<file path="config.mk">
export PLATFORM = sky130hd
export DESIGN_NAME = nrzi_ddr_tx_stream
export DESIGN_NICKNAME = d
export VERILOG_FILES = /design/src/rtl/nrzi_tx_pkg.sv /design/src/rtl/nrzi_lane_enc.sv /design/src/rtl/nrzi_ddr_tx_stream.sv
export SDC_FILE = /design/constraint.sdc
export NUM_CORES = 1
export LEC_CHECK = 0
export ABC_CLOCK_PERIOD_IN_PS = 5900
export CAP_MARGIN = 20
export CORE_ASPECT_RATIO = 1.5
export CORE_UTILIZATION = 50
export CTS_CLUSTER_DIAMETER = 50
export DETAILED_ROUTE_END_ITERATION = 6
export MAX_ROUTING_LAYER = met4
export PLACE_DENSITY = 0.68
export SLEW_MARGIN = 20
export SYNTH_ARGS = -nofsm -noshare
export SYNTH_HDL_FRONTEND = slang
export SYNTH_HIERARCHICAL = 1
export SYNTH_SLANG_ARGS = --single-unit
</file>
<file path="constraint.sdc">
create_clock -name clkp -period 5.9 [get_ports clkp]
set_clock_uncertainty 0.15 [all_clocks]
set_input_delay 1.18 -clock clkp [delete_from_list [all_inputs] [get_ports clkp]]
set_output_delay 1.18 -clock clkp [all_outputs]
set_load 0.05 [all_outputs]
</file>
<file path="src/rtl/nrzi_tx_pkg.sv">
// Shared types and helpers for the NRZI DDR transmit stream.
// Holds the serializer state encoding and the dibit-counter width function.
// No ports; imported by nrzi_lane_enc and nrzi_ddr_tx_stream.
package nrzi_tx_pkg;

    typedef enum logic {
        ST_IDLE  = 1'b0,
        ST_SHIFT = 1'b1
    } ser_state_t;

    // Width of the per-word dibit counter; a word holds word_w/2 dibits.
    function automatic int dibit_cnt_w(input int word_w);
        return (word_w / 2 > 1) ? $clog2(word_w / 2) : 1;
    endfunction

endpackage

</file>
<file path="src/rtl/nrzi_lane_enc.sv">
// One lane of NRZI line coding: holds the line level and produces the two
// half-period levels. Ports: clkp/_rst, emit (dibit valid this edge), tog
// (invert the idle line), dibit {b1,b0}, q0/q1 registered DDR data.
module nrzi_lane_enc
    import nrzi_tx_pkg::*;
(
    input  logic       clkp,
    input  logic       _rst,
    input  logic       emit,
    input  logic       tog,
    input  logic [1:0] dibit,
    output logic       q0,
    output logic       q1
);

    // The line level L is simply the registered q1: whatever the line
    // settled to at the end of the previous period.
    always_ff @(posedge clkp or negedge _rst) begin
        if (!_rst) begin
            q0 <= 1'b0;
            q1 <= 1'b0;
        end else if (emit) begin
            q0 <= q1 ^ dibit[1];
            q1 <= q1 ^ dibit[1] ^ dibit[0];
        end else if (tog) begin
            q0 <= ~q1;
            q1 <= ~q1;
        end else begin
            q0 <= q1;
        end
    end

endmodule

</file>
<file path="src/rtl/nrzi_ddr_tx_stream.sv">
// Streaming NRZI transmitter: words enter a small FIFO, are serialized MSB
// first as dibits per lane and NRZI coded onto q0/q1 for a DDR output cell.
// Ports: s_data/s_valid/s_last/s_ready input stream, toggle, abort, q0/q1, run, last.
module nrzi_ddr_tx_stream
    import nrzi_tx_pkg::*;
#(
    parameter int LANES  = 1,
    parameter int WORD_W = 8,
    parameter int DEPTH  = 4
)
(
    input  logic                    clkp,
    input  logic                    _rst,
    input  logic [LANES*WORD_W-1:0] s_data,
    input  logic                    s_valid,
    input  logic                    s_last,
    output logic                    s_ready,
    input  logic                    toggle,
    input  logic                    abort,
    output logic [LANES-1:0]        q0,
    output logic [LANES-1:0]        q1,
    output logic                    run,
    output logic                    last
);

    localparam int PTR_W = $clog2(DEPTH) + 1;
    localparam int CNT_W = dibit_cnt_w(WORD_W);
    localparam logic [CNT_W-1:0] CNT_LAST = CNT_W'(WORD_W / 2 - 1);
    localparam logic [PTR_W-1:0] DEPTH_P  = PTR_W'(DEPTH);

    typedef struct packed {
        logic                    last;
        logic [LANES*WORD_W-1:0] data;
    } entry_t;

    entry_t                  mem [DEPTH];
    logic [PTR_W-1:0]        wr_ptr, rd_ptr, wr_nxt, rd_nxt, cnt_nxt;
    logic                    empty, push, pop;
    ser_state_t              state, state_nxt;
    logic [CNT_W-1:0]        dcnt;
    logic [LANES*WORD_W-1:0] shreg, sh_nxt;
    logic                    cur_last;
    logic                    emit, fin, tog;

    assign empty = (wr_ptr == rd_ptr);
    // s_ready is registered low at full, so a push can never collide with
    // a pop at full occupancy.
    assign push  = s_valid && s_ready && !abort;

    // ---------------- FIFO ----------------
    always_comb begin
        wr_nxt = wr_ptr + PTR_W'(push);
        rd_nxt = rd_ptr + PTR_W'(pop);
        if (abort) begin
            wr_nxt = '0;
            rd_nxt = '0;
        end
        cnt_nxt = wr_nxt - rd_nxt;
    end

    always_ff @(posedge clkp or negedge _rst) begin
        if (!_rst) begin
            wr_ptr  <= '0;
            rd_ptr  <= '0;
            s_ready <= 1'b0;
        end else begin
            wr_ptr  <= wr_nxt;
            rd_ptr  <= rd_nxt;
            s_ready <= (cnt_nxt < DEPTH_P);
        end
    end

    always_ff @(posedge clkp) begin
        if (push)
            mem[wr_ptr[PTR_W-2:0]] <= '{last: s_last, data: s_data};
    end

    // ---------------- serializer FSM ----------------
    always_ff @(posedge clkp or negedge _rst) begin
        if (!_rst) state <= ST_IDLE;
        else       state <= state_nxt;
    end

    always_comb begin
        state_nxt = state;
        if (abort) begin
            state_nxt = ST_IDLE;
        end else begin
            case (state)
                ST_IDLE:  if (!empty) state_nxt = ST_SHIFT;
                ST_SHIFT: if (fin && empty) state_nxt = ST_IDLE;
                default:  state_nxt = ST_IDLE;
            endcase
        end
    end

    always_comb begin
        emit = 1'b0;
        fin  = 1'b0;
        pop  = 1'b0;
        tog  = 1'b0;
        if (!abort) begin
            case (state)
                ST_IDLE: begin
                    pop = !empty;
                    tog = toggle && empty;
                end
                ST_SHIFT: begin
                    emit = 1'b1;
                    fin  = (dcnt == CNT_LAST);
                    // Final dibit chains straight into the next word.
                    pop  = fin && !empty;
                end
                default: ;
            endcase
        end
    end

    // ---------------- shift register and status ----------------
    always_ff @(posedge clkp or negedge _rst) begin
        if (!_rst) begin
            dcnt     <= '0;
            shreg    <= '0;
            cur_last <= 1'b0;
            run      <= 1'b0;
            last     <= 1'b0;
        end else begin
            run  <= emit;
            last <= emit && fin && cur_last;
            if (pop) begin
                shreg    <= mem[rd_ptr[PTR_W-2:0]].data;
                cur_last <= mem[rd_ptr[PTR_W-2:0]].last;
                dcnt     <= '0;
            end else if (emit) begin
                shreg <= sh_nxt;
                dcnt  <= dcnt + 1'b1;
            end
        end
    end

    for (genvar i = 0; i < LANES; i++) begin : g_lane
        assign sh_nxt[i*WORD_W +: WORD_W] = {shreg[i*WORD_W +: WORD_W-2], 2'b00};

        nrzi_lane_enc u_enc (
            .clkp  (clkp),
            ._rst  (_rst),
            .emit  (emit),
            .tog   (tog),
            .dibit (shreg[i*WORD_W + WORD_W - 2 +: 2]),
            .q0    (q0[i]),
            .q1    (q1[i])
        );
    end

endmodule

</file>
* Yosys cells after proc, flatten, opt, wreduce, memory -nomap -nowiden
Memory sizes are Yosys's and may differ from the RTL's.
Index checks and enable logic that the tools add are counted.
** Storage, ports and cells
- Flip-flop bits (word level) :: 23
- RAM bits :: 36
- Output and inout port bits :: 5
- Memories kept :: 1
** Memory list
- mem :: words 4, bits a word 9, read ports 1, clocked after Yosys merged registers in 0, write ports 1, line nrzi_ddr_tx_stream.sv:36 : entry_t mem [DEPTH];
** Cells by class
- Add/sub/neg operators :: 4
- Order comparisons :: 1
- Equality and inequality tests :: 2
- Mux-type cells :: 23
- Bitwise gates (word level) :: 4
- Reduce and logical (&&, ||, !) cells :: 10
** Operators by type and width (number)
- 2-to-1 mux 8 bit :: 2
- 2-to-1 mux 1 bit :: 15
- logical AND 1 bit :: 7
- adder 3 x 1 -> 3 bit :: 2
- 2-to-1 mux 3 bit :: 2
- 2-to-1 mux 2 bit :: 2
- case mux 1 bit (2 select lines) :: 2
- == test 3 bit :: 1
- < comparator 3 bit, second input constant :: 1
- subtractor 3 bit :: 1
- adder 2 x 1 -> 2 bit, second input constant :: 1
- == test 2 bit, second input constant :: 1
- zero test 1 bit :: 2
- NOT 1 bit :: 2
- nonzero test 2 bit :: 1
- XOR 1 bit :: 2

* Longest topological paths before layout
Gate-level depths: netlist of run 1.
- Depth in word-level cells :: 9
- Mapped depth :: 11
- Gate-level depth less buffers :: 10

* Hierarchy
Netlist of run 1, hierarchy kept.
** By module, submodules not included
- nrzi_ddr_tx_stream :: times used 1, cells each 145, area each 2336.0 µm², seq. area each 1606.5 µm²
- nrzi_lane_enc :: times used 1, cells each 8, area each 95.1 µm², seq. area each 50.0 µm²

* Worst setup path before layout of run 1
No wires, ideal clock.
- Kind :: input port to flip-flop
- From :: input abort
- To :: register s_ready
- Setup time :: 0.094 ns
- Arrival :: 2.916 ns
- Required time :: 5.656 ns
- Path slack :: 2.740 ns
- Cell stages on the path :: 10
- Buffers on the path :: 1
- Cells stage by stage :: clkbuf_1 > or2_2 > inv_1 > ha_1 > ha_1 > nor2b_1 > ha_1 > a21oi_1 > nor3_1 > a211oi_1
** On the way
- Word-level cells in the longest chain between the ends :: 6
- Elaborated cells on any way between the ends :: 9
- Classes of those cells :: add/sub: 3; order compare: 1; mux: 3; reduce/logical: 2
** Ends and longest elaborated chain
- from (decl) :: line nrzi_ddr_tx_stream.sv:19 : input logic abort,
- zero test 1 bit
- logical AND 1 bit :: line nrzi_ddr_tx_stream.sv:48 : assign push = s_valid && s_ready && !abort;
- adder 3 x 1 -> 3 bit :: line nrzi_ddr_tx_stream.sv:52 : wr_nxt = wr_ptr + PTR_W'(push);
- 2-to-1 mux 3 bit (*) :: line nrzi_ddr_tx_stream.sv:54 : if (abort) begin
- net wr_nxt[1] :: line nrzi_ddr_tx_stream.sv:37 : logic [PTR_W-1:0] wr_ptr, rd_ptr, wr_nxt, rd_nxt, cnt_nxt;
- subtractor 3 bit (*) :: line nrzi_ddr_tx_stream.sv:58 : cnt_nxt = wr_nxt - rd_nxt;
- < comparator 3 bit (*) :: line nrzi_ddr_tx_stream.sv:69 : s_ready <= (cnt_nxt < DEPTH_P);
- to (signal assigned) :: line nrzi_ddr_tx_stream.sv:69
- to (decl) :: line nrzi_ddr_tx_stream.sv:17 : output logic s_ready,
Mark *: on every way through the listed nets, which the timed path passes. The rest lies on a longest branch.
A chain may end at the register's enable or synchronous reset.

* Worst setup path after layout of run 1
Same ends and word-level chain as after synthesis.

==> reports/metrics.yaml, run 1 <==
powerDensity_nw_per_um2: 413
yosys_cell_types: 28
vdd.ir_drop.worst_uv: 269
detailedPlacementHpwl_um: 2580
leakage_nw: 1.10
part_of_the_yosys_area_used_for_sequential_elements_pct: 68.1
rr_startpoint: "rd_ptr[0]$_DFF_PN0_"
antenna_cells: 0
p_switching_w: 0.000324
period_share_pct: 62.4
synth_top_area_share_pct: 44.5
floorplan.core_area_um2: 4580
post_cts_buffers: 0
cts_buf_count: 9
r2r.worst_path.cells: 10
worstSetupPathType: "input pin to register"
number_of_gates_given_a_new_drive_strength_after_cts: 0
timing.critical_path.required_ps: 5970
path_max_fanout: 13
numnets_final: 198
synth_area_um2: 2430
first_iter_violations: 50
floorplan.die.width_um: 58.9
critPathLaunchType: "input pin"
destination_of_the_worst_hold_path: "g_lane[0].u_enc/q1$_DFF_PN0_"
fmaxAchievable_mhz: 272
final_util_pct: 62.7
global_route_wire_length_before_repair_um: 6440
cts_buffer_depth: 2
antenna_left: 0
synth_fp_nets: 173
fraction_of_final_layout_cells_with_drive_strength_greater_than_1_pct: 16.4
antenna_found_initial: 0
timing.setup.tns_ps: 0
netlist_instances: 153
drt_total_wl_um: 3810
reg2reg_setup_slack_ps: 2920
initial_core_util_pct: 53.1
holdCritStartpoint: "g_lane[0].u_enc/q1$_DFF_PN0_"
cell_internal_power_w: 0.000860
pwr-share-comb_pct: 21.3
slew_headroom_pct: 41.9
wirelength_per_cell_um: 15.4
power.switching_fraction_pct: 27.4
cts.root.buffer_cell: "sky130_fd_sc_hd__clkbuf_8"
min-delay-path-class: "register to register"
fin_crit_ps: 3680
syn-mean-instance-area_um2: 15.9
clock_power_share_pct: 32.3
replace_congestion: 0.794
maxCapViolations: 0
die_y_um: 87.4
setup_viol: 0
insertion_delay_ps: 330
floorplan.io_pins: 19
ys_seq_elements: 59
global_route.overflow_total: 0
worst-endpoint-arrival_ps: 3750
hold_viol_final: 0
grt_max_degree: 24
first_global_vias: 1373
clkSlewWorstSetupHoldPaths_ps: 60
final_cell_area_um2: 2870
timing_max_transition_violations_final: 0
detailedRoute.firstPassIterationCount: 4
detailroute.via_count: 1269
power.share.sequential_pct: 46.4
yosysWarningCount: 6
cts_htree_levels: 3
type_of_element_capturing_the_critical_path: "register"
layout-area-overhead-vs-synth_pct: 18.1
viasPerCell: 5.14
r2r_end: "s_ready$_DFF_PN0_"
hold_buffers_post_cts: 0
fp.dieArea_um2: 5150
worstHoldPathCells: 1
numClockSinks: 59
count_of_input_and_output_buffers: 18
drc: 0
cts_tree: "yes"
post_synth_main_area_contributors: "sky130_fd_sc_hd__edfxtp_1 (44%), sky130_fd_sc_hd__dfrtp_1 (24%), sky130_fd_sc_hd__mux4_2 (8.3%)"
synth_largest_area_cell: "sky130_fd_sc_hd__edfxtp_1"
gr-usage-all-layers_pct: 18.5
rsz_0062_raised_after_global_routing: "false"
worst_pin_slew_ps: 869
status: "finished, final reports clean"
placement.cell_area_um2: 2670
fp-row-count: 30
==> placed cells by master, fill, tap and decap left out, drive strengths merged <==
cell type,instances
nor3b,2
clkinvlp,1
nand3,1
a311oi,1
ha,6
xor2,1
or2,1
mux2i,7
xnor2,9
nor2b,4
nor2,7
nor4b,1
nor3,2
a21oi,4
nand2b,4
edfxtp,36
mux4,9
o21ai,8
buf,3
clkbuf,11
clkdlybuf4s50,17
clkinv,3
a211oi,1
bufinv,2
inv,2
mux2,1
dfrtp,23
and3,2
nand2,14
==> state kept, by name (all words and copies together) (netlist names) <==
signal / flops
g_lane.u_enc/q1: 1
s_ready: 1
cur_last: 1
dcnt: 2
g_lane.u_enc/q0: 1
shreg: 8
rd_ptr: 3
run: 1
state: 1
mem: 36
wr_ptr: 3
last: 1
==> worst max path at each step <==
stage / from / end / slack [ps] / depth (start not counted)
2_1_floorplan: abort / s_ready$_DFF_PN0_ / 2740 / 10
3_3_place_gp: abort / s_ready$_DFF_PN0_ / 2160 / 10
3_5_place_dp: abort / s_ready$_DFF_PN0_ / 1970 / 10
4_1_cts: abort / s_ready$_DFF_PN0_ / 2260 / 10
5_1_grt: abort / s_ready$_DFF_PN0_ / 2070 / 10
6_report: abort / s_ready$_DFF_PN0_ / 2220 / 10
==> logic make-up after synthesis <==
family,Yosys count,share of synthesized area [%]
XOR/XNOR,10,3.60
adder cells (fa/ha/maj),6,3.09
flip-flops,59,68.1
AND/OR/NAND/NOR,38,7.67
multiplexers,17,11.8
buffers and inverters,9,2.26
AO/OA/AOI/OAI,14,3.40
==> stage by stage <==
stage	hold WS [ps]	setup WS [ps]	instances	total power, W
after floorplan	324	2740	153	0.000743
after global placement	346	2160	231	0.000803
after detailed placement	356	1970	231	0.000815
after CTS	371	2260	247	0.00120
after global routing	390	2070	247	0.00125
final	364	2220	247	0.00118
==> per-layer routing <==
| metal | up-vias | share of wire (%) | GRT usage, % |
|---|---|---|---|
| li1 | 610 | - | - |
| met1 | 623 | 42 | 20.9 |
| met2 | 26 | 52 | 29.3 |
| met3 | 10 | 3.2 | 4.46 |
| met4 | 0 | 2.7 | 11.0 |
| met5 | - | 0 | - |
==> cells in the mapped netlist <==
cell type / n
sky130_fd_sc_hd__nand2_1: 14
sky130_fd_sc_hd__mux4_2: 9
sky130_fd_sc_hd__mux2i_1: 7
sky130_fd_sc_hd__o21ai_0: 8
sky130_fd_sc_hd__buf_4: 1
sky130_fd_sc_hd__and3_1: 2
sky130_fd_sc_hd__a211oi_1: 1
sky130_fd_sc_hd__inv_1: 2
sky130_fd_sc_hd__nand3_1: 1
sky130_fd_sc_hd__edfxtp_1: 36
sky130_fd_sc_hd__dfrtp_1: 23
sky130_fd_sc_hd__ha_1: 6
sky130_fd_sc_hd__nor2_1: 7
sky130_fd_sc_hd__buf_2: 2
sky130_fd_sc_hd__nor3b_1: 2
sky130_fd_sc_hd__a311oi_2: 1
sky130_fd_sc_hd__xor2_1: 1
sky130_fd_sc_hd__nor4b_1: 1
sky130_fd_sc_hd__buf_6: 2
sky130_fd_sc_hd__mux2_4: 1
sky130_fd_sc_hd__nor2b_1: 4
sky130_fd_sc_hd__clkbuf_1: 1
sky130_fd_sc_hd__or2_2: 1
sky130_fd_sc_hd__a21oi_1: 4
sky130_fd_sc_hd__clkinv_1: 1
sky130_fd_sc_hd__xnor2_1: 9
sky130_fd_sc_hd__nor3_1: 2
sky130_fd_sc_hd__nand2b_1: 4
==> power groups by stage <==
stage / logic [W] / clock network, W / registers (W)
2_1_floorplan: 0.000166 / 0 / 0.000578
3_3_place_gp: 0.000247 / 0 / 0.000556
3_5_place_dp: 0.000255 / 0 / 0.000561
4_1_cts: 0.000256 / 0.000391 / 0.000552
5_1_grt: 0.000279 / 0.000406 / 0.000561
6_report: 0.000253 / 0.000382 / 0.000550
==> final cells by class <==
type | instances | area, um2
Clock buffer | 11 | 131
Clock inverter | 5 | 77.6
Fill cell | 372 | 1710
Inverter | 3 | 11.3
Multi-Input combinational cell | 85 | 724
Sequential cell | 59 | 1660
Tap cell | 64 | 80.1
Timing Repair Buffer | 20 | 190
==> worst max-delay path: stages <==
cell                              delay (ps)
sky130_fd_sc_hd__clkdlybuf4s50_1         630
sky130_fd_sc_hd__or2_2                   430
sky130_fd_sc_hd__inv_1                   110
sky130_fd_sc_hd__ha_1                    150
sky130_fd_sc_hd__ha_1                    210
sky130_fd_sc_hd__nor2b_1                 150
sky130_fd_sc_hd__ha_1                    350
sky130_fd_sc_hd__a21oi_1                 180
sky130_fd_sc_hd__nor3_1                   90
sky130_fd_sc_hd__a211oi_1                260
(Power assumes the default switching activity.)
==> run 2: changes to the inputs <==
--- a/config.mk
+++ b/config.mk
@@ -5,14 +5,14 @@
 export SDC_FILE = /design/constraint.sdc
 export NUM_CORES = 1
 export LEC_CHECK = 0
-export ABC_CLOCK_PERIOD_IN_PS = 5900
+export ABC_CLOCK_PERIOD_IN_PS = 3000
 export CAP_MARGIN = 20
 export CORE_ASPECT_RATIO = 1.5
 export CORE_UTILIZATION = 50
 export CTS_CLUSTER_DIAMETER = 50
 export DETAILED_ROUTE_END_ITERATION = 6
 export MAX_ROUTING_LAYER = met4
-export PLACE_DENSITY = 0.68
+export PLACE_DENSITY = 0.71
 export SLEW_MARGIN = 20
 export SYNTH_ARGS = -nofsm -noshare
 export SYNTH_HDL_FRONTEND = slang
==> constraint.sdc (replaced) <==
create_clock -name clkp -period 3 [get_ports clkp]
set_clock_uncertainty 0.15 [all_clocks]
set_input_delay 0.6 -clock clkp [delete_from_list [all_inputs] [get_ports clkp]]
set_output_delay 0.6 -clock clkp [all_outputs]
set_load 0.05 [all_outputs]
==> reports/metrics.yaml, run 2 (same netlist as run 1, synthesis figures left out) <==
timing.critical_path.buf_inv: 2
met1_demand_to_capacity_share_in_global_routing_pct: 21.3
count_of_input_and_output_buffers: 18
slew_headroom_pct: 66.1
groute.layer.met2.usage_pct: 29.4
powerDensity_nw_per_um2: 827
holdCritStartpoint: "g_lane[0].u_enc/q1$_DFF_PN0_"
numnets_final: 205
rr_startpoint: "dcnt[0]$_DFFE_PN0P_"
layout_setup_ws_ps: 338
setup_viol: 0
fp-row-count: 30
max_ffs_per_register: 36
final_common_cell: "sky130_fd_sc_hd__edfxtp_1"
hold_buffers_post_cts: 0
insertion_delay_ps: 330
detailedRoute.firstPassIterationCount: 4
floorplan.core_area_um2: 4580
post_layout_total_power_w: 0.00244
timing.critical_path.required_ps: 3090
first_global_vias: 1350
die_y_um: 87.4
cts_buffer_depth: 2
grt_max_degree: 24
cts.root.buffer_cell: "sky130_fd_sc_hd__clkbuf_8"
grt-busiest-layer: "met2"
path_max_fanout: 3
clkSlewWorstSetupHoldPaths_ps: 60
detailedPlacementHpwl_um: 2580
floorplan.die.width_um: 58.9
numClockSinks: 59
first_iter_violations: 32
timing_max_transition_violations_final: 0
period_share_pct: 88.7
viasPerCell: 5.15
slowest_stage: "sky130_fd_sc_hd__clkdlybuf4s50_1"
initial_core_util_pct: 53.1
replace_congestion: 0.781
global_route_met3_usage_pct: 6.69
fillCellCount: 355
antenna_cells: 0
holdWs_ps: 364
floorplan.io_pins: 19
gr-usage-all-layers_pct: 18.5
destination_of_the_worst_hold_path: "g_lane[0].u_enc/q1$_DFF_PN0_"
crit_path_frequent_cell: "sky130_fd_sc_hd__ha_1"
final_cell_mix: "sky130_fd_sc_hd__edfxtp_1 (36), sky130_fd_sc_hd__dfrtp_1 (23), sky130_fd_sc_hd__clkdlybuf4s50_1 (18)"
antenna_found_initial: 0
drc: 0
cts_buf_count: 9
hold_viol_final: 0
r2r_end: "s_ready$_DFF_PN0_"
cts_htree_levels: 3
critical_path.cell_chain: "clkdlybuf4s50_1, nand2_1, or2_2, inv_1, ha_1, ha_1, nor2b_1, ha_1, a21oi_1, nor3_1, a211oi_1"
type_of_element_capturing_the_critical_path: "register"
pre_cts_ws_ps: -10.4
cp_top_family: "adder cells"
maxCapViolations: 0
post_cts_buffers: 0
detailroute.via_count: 1309
layout-area-overhead-vs-synth_pct: 21.6
fmaxAchievable_mhz: 376
antenna_left: 0
drt_total_wl_um: 3900
fin_crit_ps: 2660
status: "finished, final reports clean"
cpPeakStageDelay_ps: 450
leakage_nw: 1.15
min-delay-path-class: "register to register"
fp.dieArea_um2: 5150
worstSetupPathType: "input pin to register"
global_route.overflow_total: 0
reg2reg_setup_slack_ps: 570
vdd.ir_drop.worst_uv: 499
rsz_0062_raised_after_global_routing: "false"
global_route_wire_length_before_repair_um: 6380
worst-endpoint-arrival_ps: 2750
number_of_gates_given_a_new_drive_strength_after_cts: 0
worst_pin_slew_ps: 509
r2r.worst_path.cells: 10
worstHoldPathCells: 1
wirelength_per_cell_um: 15.4
critPathLaunchType: "input pin"
cts_tree: "yes"
fraction_of_final_layout_cells_with_drive_strength_greater_than_1_pct: 19.5
[run 2: cell types whose count changed in the layout (fill, tap and decap cells not counted), sizes merged]
cell / previous run / this run
buf: 3 / 9
bufinv: 2 / 3
clkinv: 3 / 4
clkdlybuf4s50: 17 / 18
clkbuf: 11 / 9
[run 2: worst reg2reg max path, cell delays in order (launching register included)]
cell and delay [ps]:
sky130_fd_sc_hd__dfrtp_1 390, sky130_fd_sc_hd__ha_1 240, sky130_fd_sc_hd__nor2b_1 190, sky130_fd_sc_hd__a311oi_2 80, sky130_fd_sc_hd__ha_1 210, sky130_fd_sc_hd__ha_1 280, sky130_fd_sc_hd__nand2b_1 80, sky130_fd_sc_hd__ha_1 330
sky130_fd_sc_hd__a21oi_1 140, sky130_fd_sc_hd__nor3_1 60, sky130_fd_sc_hd__a211oi_1 200
[run 2: cell type report]
cell class                 count  area, um2  share of cell area, %
clock buffer                   9        124                   4.19
clock inverter                 7        116                   3.94
inverter                       3       11.3                  0.381
multi-input combinational     85        719                   24.3
sequential                    59       1660                   56.1
tap                           64       80.1                   2.71
timing repair buffer          27        248                   8.38
[run 2: worst max path at each step]
stage | from | end | cells past startpoint
floorplan | abort | s_ready$_DFF_PN0_ | 10
global placement | s_valid | s_ready$_DFF_PN0_ | 11
detailed placement | s_valid | s_ready$_DFF_PN0_ | 11
CTS | s_valid | s_ready$_DFF_PN0_ | 11
global route | s_valid | s_ready$_DFF_PN0_ | 11
finish | s_valid | s_ready$_DFF_PN0_ | 11
[run 2: power breakdown]
group,total (W),switching [W],internal (W)
Combinational,0.000533,0.000281,0.000252
Sequential,0.00106,0.0000663,0.000989
Clock,0.000855,0.000306,0.000549
Total,0.00244,0.000653,0.00179
[run 2: stage by stage]
step / utilization, % / instance area (um2) / cells / setup TNS, ps
floorplan: - / 2430 / 153 / 0
global placement: 59.3 / 2720 / 238 / 0
detailed placement: 59.3 / 2720 / 238 / -10.4
CTS: 64.5 / 2960 / 254 / 0
global route: 64.5 / 2960 / 254 / 0
finish: 64.5 / 2960 / 254 / 0
[run 2: metal layers]
layer  routed length (um)  vias to the layer above
met5                    0                        -
met1                 1650                      651
met3                  157                        8
li1                     -                      626
met4                   74                        0
met2                 2020                       24
==> run 3: changes to the inputs <==
--- a/config.mk
+++ b/config.mk
@@ -8,11 +8,12 @@
 export ABC_CLOCK_PERIOD_IN_PS = 3000
 export CAP_MARGIN = 20
 export CORE_ASPECT_RATIO = 1.5
-export CORE_UTILIZATION = 50
+export CORE_UTILIZATION = 51
 export CTS_CLUSTER_DIAMETER = 50
 export DETAILED_ROUTE_END_ITERATION = 6
+export HOLD_SLACK_MARGIN = 0.08
 export MAX_ROUTING_LAYER = met4
-export PLACE_DENSITY = 0.71
+export PLACE_DENSITY = 0.72
 export SLEW_MARGIN = 20
 export SYNTH_ARGS = -nofsm -noshare
 export SYNTH_HDL_FRONTEND = slang
==> reports/metrics.yaml, run 3 (same netlist as run 1, synthesis figures left out) <==
count_of_input_and_output_buffers: 18
detailedRoute.firstPassIterationCount: 4
min-delay-path-class: "register to register"
path_max_fanout: 3
powerDensity_nw_per_um2: 759
post_layout_total_power_w: 0.00218
fp-row-count: 30
wirelength_per_cell_um: 15.8
rsz_0062_raised_after_global_routing: "false"
layout-area-overhead-vs-synth_pct: 18.3
cts_buffer_depth: 2
slew_headroom_pct: 64.6
rr_startpoint: "dcnt[0]$_DFFE_PN0P_"
layout_setup_ws_ps: 325
slowest_stage: "sky130_fd_sc_hd__clkdlybuf4s50_1"
detailroute.via_count: 1328
initial_core_util_pct: 53.5
fraction_of_final_layout_cells_with_drive_strength_greater_than_1_pct: 17.4
replace_congestion: 0.797
global_route_wire_length_before_repair_um: 6570
final_util_pct: 63.3
worst-endpoint-arrival_ps: 2760
worst_pin_slew_ps: 531
timing.critical_path.required_ps: 3080
reg2reg_setup_slack_ps: 560
final_cell_mix: "sky130_fd_sc_hd__edfxtp_1 (36), sky130_fd_sc_hd__dfrtp_1 (23), sky130_fd_sc_hd__clkdlybuf4s50_1 (18)"
insertion_delay_ps: 330
drc: 0
final_common_cell: "sky130_fd_sc_hd__edfxtp_1"
first_global_vias: 1360
maxCapViolations: 0
global_route.overflow_total: 0
r2r_end: "s_ready$_DFF_PN0_"
fin_crit_ps: 2680
fmaxAchievable_mhz: 374
number_of_gates_given_a_new_drive_strength_after_cts: 0
cts_htree_levels: 3
max_ffs_per_register: 36
timing_max_transition_violations_final: 0
antenna_left: 0
crit_path_frequent_cell: "sky130_fd_sc_hd__ha_1"
first_iter_violations: 30
placement.cell_area_um2: 2720
post_cts_buffers: 0
viasPerCell: 5.23
cts_tree: "yes"
drt_total_wl_um: 4020
holdCritStartpoint: "g_lane[0].u_enc/q1$_DFF_PN0_"
floorplan.die.width_um: 58.4
numnets_final: 205
holdWs_ps: 371
numClockSinks: 59
hold_viol_final: 0
type_of_element_capturing_the_critical_path: "register"
floorplan.io_pins: 19
leakage_nw: 1.11
pre_cts_ws_ps: -39.6
grt_max_degree: 24
clkSlewWorstSetupHoldPaths_ps: 60
fp.dieArea_um2: 5050
antenna_cells: 0
gr-usage-all-layers_pct: 19.3
cts_buf_count: 9
die_y_um: 86.6
cts.root.buffer_cell: "sky130_fd_sc_hd__clkbuf_8"
setup_viol: 0
vdd.ir_drop.worst_uv: 492
critical_path.endpoint: "s_ready$_DFF_PN0_"
critical_path.cell_chain: "clkdlybuf4s50_1, nand2_1, or2_2, inv_1, ha_1, ha_1, nor2b_1, ha_1, a21oi_1, nor3_1, a211oi_1"
crit_path_from: "s_valid"
status: "finished, final reports clean"
r2r.worst_path.cells: 10
floorplan.core_area_um2: 4540
worstHoldPathCells: 1
detailedPlacementHpwl_um: 2780
critPathLaunchType: "input pin"
cpPeakStageDelay_ps: 460
hold_buffers_post_cts: 0
period_share_pct: 89.2
antenna_found_initial: 0
final_cell_area_um2: 2880
worstSetupPathType: "input pin to register"
run 3: cell types whose count changed in the layout (fill, tap and decap cells not counted), sizes merged:
cell	change
bufinv	-3
clkinv	+2
clkbuf	+1
run 3: per-layer routing:
| metal | share of wire (%) | track usage (%) |
|---|---|---|
| met5 | 0 | - |
| met4 | 1.5 | 7.79 |
| met3 | 3.5 | 5.97 |
| met2 | 55 | 32.0 |
| met1 | 40 | 21.5 |
run 3: cell type report:
type                            count  area (um2)
Clock buffer                       10         128
Clock inverter                      6        32.5
Fill cell                         355        1670
Inverter                            3        11.3
Multi-Input combinational cell     85         719
Sequential cell                    59        1660
Tap cell                           64        80.1
Timing Repair Buffer               27         248
run 3: worst min-delay path by stage:
stage | endpoint | slack [ps]
global route | g_lane[0].u_enc/q1$_DFF_PN0_ | 400
finish | g_lane[0].u_enc/q1$_DFF_PN0_ | 370
CTS | g_lane[0].u_enc/q1$_DFF_PN0_ | 370
floorplan | cur_last$_DFFE_PN0N_ | 150
global placement | cur_last$_DFFE_PN0N_ | 350
detailed placement | g_lane[0].u_enc/q1$_DFF_PN0_ | 360
run 3: power by group:
part           internal (W)  switching, W
combinational      0.000252      0.000288
clock              0.000290      0.000290
sequential         0.000990     0.0000722
total               0.00153      0.000650
run 3: through the flow:
step | instances | TNS [ps]
after global placement | 238 | 0
final | 254 | 0
after floorplan | 153 | 0
after detailed placement | 238 | -39.6
after global routing | 254 | 0
after CTS | 254 | 0
run 3: critical path: cells and delay by family:
kind                       cells  cell delay, ps
AOI/OAI and AO/OA              2             370
and+or+nand+nor                4             550
adders and majority gates      3             680
buffers and inverters          2             560
